$ cat src/rtl/game_state_ctrl.sv
// Game-flow controller: sits between the keyboard keycode path and the game
// datapath. It tracks level and lives, inserts timed pauses between rounds,
// and emits one-cycle game_reset / level_start pulses so the datapath
// re-initialises itself without needing a global reset.
module game_state_ctrl #(
    parameter int unsigned NUM_LEVELS   = 3,
    parameter int unsigned NUM_LIVES    = 3,
    parameter int unsigned DELAY_CYCLES = 50000000,
    parameter logic [7:0]  START_KEY    = 8'h2B,
    parameter logic [7:0]  PAUSE_KEY    = 8'h14,
    localparam int unsigned LW = ($clog2(NUM_LEVELS) > 0) ? $clog2(NUM_LEVELS) : 1,
    localparam int unsigned VW = $clog2(NUM_LIVES + 1)
) (
    input  logic          Clk,
    input  logic          Reset,
    input  logic [7:0]    keycode,
    input  logic          lose,
    input  logic          win,
    output logic [2:0]    curr_state,
    output logic [LW-1:0] level,
    output logic [VW-1:0] lives,
    output logic          game_reset,
    output logic          level_start,
    output logic          running
);

    localparam int unsigned TW = ($clog2(DELAY_CYCLES) > 0) ? $clog2(DELAY_CYCLES) : 1;

    localparam logic [LW-1:0] LastLevel = LW'(NUM_LEVELS - 1);
    localparam logic [VW-1:0] MaxLives  = VW'(NUM_LIVES);
    localparam logic [TW-1:0] TimerLast = TW'(DELAY_CYCLES - 1);

    typedef enum logic [2:0] {
        StStart      = 3'd0,
        StPlay       = 3'd1,
        StPause      = 3'd2,
        StLifeLost   = 3'd3,
        StGameOver   = 3'd4,
        StLevelClear = 3'd5,
        StWin        = 3'd6
    } state_e;

    state_e        state_q, state_d;
    logic [LW-1:0] level_q, level_d;
    logic [VW-1:0] lives_q, lives_d;
    logic [TW-1:0] timer_q, timer_d;
    logic [7:0]    key_prev_q;
    logic          game_reset_q, game_reset_d;
    logic          level_start_q, level_start_d;
    logic          running_q, running_d;

    logic          start_ev;
    logic          pause_ev;
    logic          timer_done;
    logic [TW-1:0] timer_inc;

    // Rising-edge key events: a held key fires only on the cycle it first appears.
    always_comb begin
        start_ev = (keycode == START_KEY) && (key_prev_q != START_KEY);
        pause_ev = (keycode == PAUSE_KEY) && (key_prev_q != PAUSE_KEY);
    end

    // Delay timer helpers: saturating increment, and ">=" so a corrupted
    // timer value still leaves the delay state instead of stalling.
    always_comb begin
        timer_inc  = (&timer_q) ? timer_q : timer_q + 1'b1;
        timer_done = (timer_q >= TimerLast);
    end

    // Next-state and next-output logic.
    always_comb begin
        state_d       = state_q;
        level_d       = level_q;
        lives_d       = lives_q;
        timer_d       = timer_q;
        game_reset_d  = 1'b0;
        level_start_d = 1'b0;

        case (state_q)
            StStart: begin
                if (start_ev) begin
                    state_d       = StPlay;
                    level_d       = '0;
                    lives_d       = MaxLives;
                    game_reset_d  = 1'b1;
                    level_start_d = 1'b1;
                end
            end

            StPlay: begin
                // Priority: lose > win > pause.
                if (lose) begin
                    // "<= 1" also guards against underflow if lives is ever 0 here.
                    if (lives_q <= VW'(1)) begin
                        state_d = StGameOver;
                        lives_d = '0;
                    end else begin
                        state_d = StLifeLost;
                        lives_d = lives_q - 1'b1;
                        timer_d = '0;
                    end
                end else if (win) begin
                    if (level_q >= LastLevel) begin
                        state_d = StWin;
                    end else begin
                        state_d = StLevelClear;
                        timer_d = '0;
                    end
                end else if (pause_ev) begin
                    state_d = StPause;
                end
            end

            StPause: begin
                if (pause_ev) begin
                    state_d = StPlay;
                end
            end

            StLifeLost: begin
                timer_d = timer_inc;
                if (timer_done) begin
                    state_d       = StPlay;
                    level_start_d = 1'b1;
                end
            end

            StLevelClear: begin
                timer_d = timer_inc;
                if (timer_done) begin
                    state_d       = StPlay;
                    level_start_d = 1'b1;
                    if (level_q < LastLevel) begin
                        level_d = level_q + 1'b1;
                    end
                end
            end

            StGameOver, StWin: begin
                if (start_ev) begin
                    state_d = StStart;
                end
            end

            // Unused encoding 7 falls back to START.
            default: begin
                state_d = StStart;
            end
        endcase

        running_d = (state_d == StPlay);
    end

    // State and registered outputs; synchronous active-low reset dominates.
    always_ff @(posedge Clk) begin
        if (!Reset) begin
            state_q       <= StStart;
            level_q       <= '0;
            lives_q       <= MaxLives;
            timer_q       <= '0;
            key_prev_q    <= 8'h00;
            game_reset_q  <= 1'b0;
            level_start_q <= 1'b0;
            running_q     <= 1'b0;
        end else begin
            state_q       <= state_d;
            level_q       <= level_d;
            lives_q       <= lives_d;
            timer_q       <= timer_d;
            key_prev_q    <= keycode;
            game_reset_q  <= game_reset_d;
            level_start_q <= level_start_d;
            running_q     <= running_d;
        end
    end

    // Output mapping.
    always_comb begin
        curr_state  = state_q;
        level       = level_q;
        lives       = lives_q;
        game_reset  = game_reset_q;
        level_start = level_start_q;
        running     = running_q;
    end

endmodule
$ cat config.mk
export PLATFORM = sky130hd
export DESIGN_NAME = game_state_ctrl
export DESIGN_NICKNAME = d
export VERILOG_FILES = /design/src/rtl/game_state_ctrl.sv
export SDC_FILE = /design/constraint.sdc
export NUM_CORES = 1
export LEC_CHECK = 0
export ABC_AREA = 1
export BUFFER_PORTS_ARGS = -buffer_cell sky130_fd_sc_hd__clkbuf_2
export CAP_MARGIN = 20
export CORE_UTILIZATION = 55
export DETAILED_ROUTE_END_ITERATION = 8
export MAX_ROUTING_LAYER = met4
export PLACE_DENSITY = 0.74
export SETUP_SLACK_MARGIN = 0.4
export SYNTH_ARGS = -nofsm -noshare
export SYNTH_HDL_FRONTEND = slang
export SYNTH_SLANG_ARGS = --single-unit
$ cat constraint.sdc
create_clock -name Clk -period 3.67 [get_ports Clk]
set_input_delay 0.1835 -clock Clk [delete_from_list [all_inputs] [get_ports Clk]]
set_output_delay 0.1835 -clock Clk [all_outputs]
set_load 0.01 [all_outputs]
; After elaboration in Yosys (flattened, before gate mapping)
; Cells that the tools add are included.
[word_totals]
output_inout_bits = 10
input_bits = 12
elab_cells = 74
regBits = 44
[op_classes]
mux = 27
n_lt_le_gt_ge = 4
n_reduce_logical = 13
n_addsub = 3
n_eq_ne = 19
[op_table]
columns = op, count
row1 = 2-to-1 mux 26 bit, 5
row2 = one-hot mux 26 bit (2 select lines), 1
row3 = "adder 26 x 1 -> 26 bit, second input constant", 1
row4 = ">= comparator 26 bit, second input constant", 1
row5 = AND reduction 26 bit, 1
row6 = 2-to-1 mux 3 bit, 8
row7 = one-hot mux 3 bit (5 select lines), 1
row8 = 2-to-1 mux 2 bit, 7
row9 = "inequality test 2 bit, second input constant", 5
row10 = "equality test 3 bit, second input constant", 3
row11 = "inequality test 3 bit, second input constant", 3
row12 = "equality test 8 x 5 -> 1 bit, second input constant", 1
row13 = "equality test 8 x 6 -> 1 bit, second input constant", 1
row14 = "inequality test 8 x 5 -> 1 bit, second input constant", 1
row15 = "inequality test 8 x 6 -> 1 bit, second input constant", 1
row16 = one-hot mux 2 bit (2 select lines), 2
row17 = "equality test 3 x 1 -> 1 bit, second input constant", 2
row18 = "equality test 3 x 2 -> 1 bit, second input constant", 2
row19 = nonzero test 2 bit, 3
row20 = AND reduction 5 bit, 1
row21 = AND reduction 4 bit, 1
row22 = OR reduction 2 bit, 2
row23 = zero test 3 bit, 1
row24 = AND reduction 3 bit, 1
row25 = other kinds (9), 11

; Depth between registers and ports, before layout
[logic_depth]
ltp_word = 7
depth_mapped = 13
ltp_nobuf = 12

; Worst setup path after synthesis
; OpenSTA, ideal clock, no wires.
[synth_path]
kind = register to register
start = reg state_q[2] (netlist: curr_state[2])
end = reg timer_q[3]
path_slack_ps = 1975
stages_incl_launch_ff = 10
t_arrival_ps = 1576
setup_time_ps = 119
synth_period_minus_slack_ps = 1695
t_required_ps = 3551
n_path_buf = 2
path_cell_list = dfxtp_1 buf_2 nand3_2 o21ai_4 nor2_1 nor2_4 nand2_4 buf_4 nor3b_1 nor2_1
[synth_via]
elab_chain_cells = 4
elab_cells_between_ends = 11
cone_classes = 7 x eq/ne / 1 x mux / 3 x reduce/logical
[synth_rtl]
columns = item, line_no
row1 = "start, declared", 43  ; state_e state_q, state_d;
row2 = "start signal, assigned", 157  ; state_q <= StStart;
row3 = "start signal, assigned", 166  ; state_q <= state_d;
row4 = equality test 3 bit / equality test 3 x 2 -> 1 bit (equally long branches), 79  ; case (state_q)
row5 = OR reduction 2 bit (no line), --
row6 = inequality test 2 bit (no line) / nonzero test 2 bit (equally long branches), --
row7 = AND reduction 5 bit (no line), --
row8 = "end signal, assigned", 169  ; timer_q <= timer_d;
row9 = "end, declared", 46  ; logic [TW-1:0] timer_q, timer_d;
; Several ways; a longest one is shown, not always the timed one.
; A chain may end at the register's enable or synchronous reset.

; Final worst setup path
[layout_path]
start = reg state_q[1] (netlist: curr_state[1])
end = reg timer_q[11]
; The elaborated chain is that of the path after synthesis.

==> qor.yml <==
placement:
  place_ws_ps: 1460
  port_buffers: 21
  dpl.hpwl_um: 4630
  place.gp.congestion: 0.996
worst_setup_path:
  crit_path_cell_trace: "nand2_2 > o21ai_4 > inv_2 > nor2_1 > nand2_1 > nand2_4 > inv_2 > nand2_1 > nand2_1 > nand2_1 > nor2_1"
  worst_path_max_delay_cell: "dfxtp_1"
  crit_top_cell: "nand2_1"
  r2r-start: "curr_state[1]"
  r2r_cells: 11
  crit_path_end: "timer_q[11]"
  end_kind: "flop"
  r2r_slack_ps: 1440
  startpoint: "curr_state[1]"
  startpoint_type: "flop"
  path_delay_family: "simple AND/OR/NAND/NOR gates"
  path_depth: 11
  worst-setup-path-type: "reg2reg"
  critPathArrivalTime_ps: 2430
  path_max_fanout: 25
  slowest_delay_ps: 480
  r2r_end: "timer_q[11]"
  worstPathRequired_ps: 3880
  crit_buf_inv: 2
clock_network:
  numCtsBuffers: 5
  cts_resized: 0
  cts_buffer_depth: 2
  cts_tree: "built"
  cts_setup_buffers: 0
  cts_sinks: 44
  clock_latency_ps: 300
  cts_max_level: 2
  holdBufCountCts: 0
  cts_root_buf: "clkbuf_8"
  clk_pin_slew_ps: 80
routing:
  ant_nets: 0
  drt_iter0_drc: 143
  firstDrtPassIters: 5
  routed_via_density: 5.23
  wirelength_um: 6220
  drc: 0
  num_vias: 2741
  avgRoutedWirePerCell_um: 11.9
floorplanning:
  die_area_um2: 5160
  io_pins: 22
  fp.dieH_um: 71.8
  start_util_pct: 57.1
  rows: 25
  core-area_um2: 4690
  dieWidth_um: 71.8
global_routing:
  grt_pass1_vias: 2434
  grt_pass1_wl_um: 10600
  grt_max_degree: 26
  antenna_found_initial: 0
  track_usage_pct: 26.9
  grt-ovfl-total: 0
min_path:
  hp-class: "in2reg"
timing:
  max_clock_freq_mhz: 449
  clock_skew_ps: 11.1
  fin_crit_ps: 2230
  tns_ps: 0
  hold_violations: 0
  maxSlewViolCount: 0
  worst_slew_pin_slew_ps: 733
  layout_setup_ws_ps: 1440
  maxSlewHeadroom_pct: 51.1
  rsz0062_at_grt: "false"
  setup_viol: 0
  whs_ps: 78.3
  period_share_pct: 60.7
logic_synthesis:
  ys.flop_type: "dfxtp_1"
  ys_top_cells_by_count: "nand2_1 (139), nor2_1 (88), inv_1 (55), dfxtp_1 (44), nand3_1 (37)"
  synth_area_per_cell_um2: 5.96
  syn-cell-area_um2: 2680
  ys_types: 35
  synth_cells: 450
  synth_edf_count: 0
  synthTopCellsByArea: "dfxtp_1 (33%), nand2_1 (19%), nor2_1 (12%)"
  synth_seq_cells: 44
  synth_area_leader_cell: "dfxtp_1"
  synth.most_common_cell: "nand2_1"
  synth_top_area_share_pct: 32.9
  synth_warnings: 0
  async_flop_share_pct: 0
  seq_area_frac_synth_pct: 32.9
  syn_nets: 464
finish:
  syn_to_final_growth_pct: 9.24
  nFillCells: 480
  nNetsFinal: 483
  drive_gt1_share_pct: 9.57
  utilization_pct: 62.4
  antennaDiodeCount: 0
power:
  max-vdd-ir-drop_v: 0.000188
  total_power_uw: 925
  leakagePower_uw: 0.00127
  power_density_nw_per_um2: 316
job:
  cap_violations: 0
run_status:
  outcome: "finished, final reports clean"
## final cells by class
class / count / area [um^2] / share of cell area [%]
clock inverters: 1 / 30.0 / 1.03
repair buffers: 21 / 105 / 3.59
flip-flops and latches: 44 / 881 / 30.1
clock buffers: 7 / 96.3 / 3.29
multi-input cells: 340 / 1540 / 52.4
inverters: 57 / 214 / 7.30
well taps: 54 / 67.6 / 2.31
## sequential cells by signal (all words and copies together) (netlist names)
name / cells
running: 1
level: 2
lives: 2
curr_state: 3
level_start: 1
game_reset: 1
key_prev_q: 8
timer_q: 26
## per-layer routing
metal / wire length, um / global-route usage [%] / part of all wire, %
met1: 2860 / 32.9 / 46
met4: 135 / 10.0 / 2.2
met5: 0 / - / 0
met3: 289 / 4.78 / 4.6
met2: 2930 / 44.2 / 47
## metrics by stage
| step | std cells | area [um^2] |
|---|---|---|
| 6_report | 524 | 2930 |
| 4_1_cts | 524 | 2930 |
| 5_1_grt | 524 | 2930 |
| 3_5_place_dp | 516 | 2800 |
| 2_1_floorplan | 450 | 2680 |
| 3_3_place_gp | 516 | 2800 |
## worst min path at each step
| stage | from | end | depth (start not counted) |
|---|---|---|---|
| CTS | keycode[6] | key_prev_q[6] | 3 |
| detailed placement | keycode[6] | key_prev_q[6] | 3 |
| floorplan | keycode[0] | key_prev_q[0] | 2 |
| finish | keycode[6] | key_prev_q[6] | 3 |
| global placement | keycode[6] | key_prev_q[6] | 3 |
| global route | keycode[7] | key_prev_q[7] | 3 |
## tightest hold or removal path: cells and delay by family
kind / cells / cell delay, ps
buf+inv: 2 / 130
simple gates: 1 / 40
## cells in the final DEF, fill, tap and decap left out, types with 2 or more instances in the layout
cell type and n:
nand2_1 139, nor2_1 88, inv_1 55, dfxtp_1 44
nand3_1 37, a21oi_1 23, clkbuf_2 21, nor3_1 8
nand4_1 7, clkbuf_8 7, o21ai_0 6, nand3b_1 5
or2_2 5, inv_2 2, nor2_2 2, nor3b_1 2
xor2_1 2, ha_1 2
## power breakdown
group	leakage (uW)	switching [uW]	internal, uW
combinational	0.000850	23.3	11.8
sequential	0.000357	2.20	482
clock	0.0000645	165	240
## logic make-up after synthesis
family,Yosys count,share of synthesized area (%)
AO/OA/AOI/OAI,36,7.65
XOR/XNOR,3,0.980
adder cells (fa/ha/maj),2,0.933
buffers and inverters,66,9.89
flip-flops,44,32.9
AND/OR/NAND/NOR,299,47.7
Note: power is estimated with default switching activity, not from simulation.
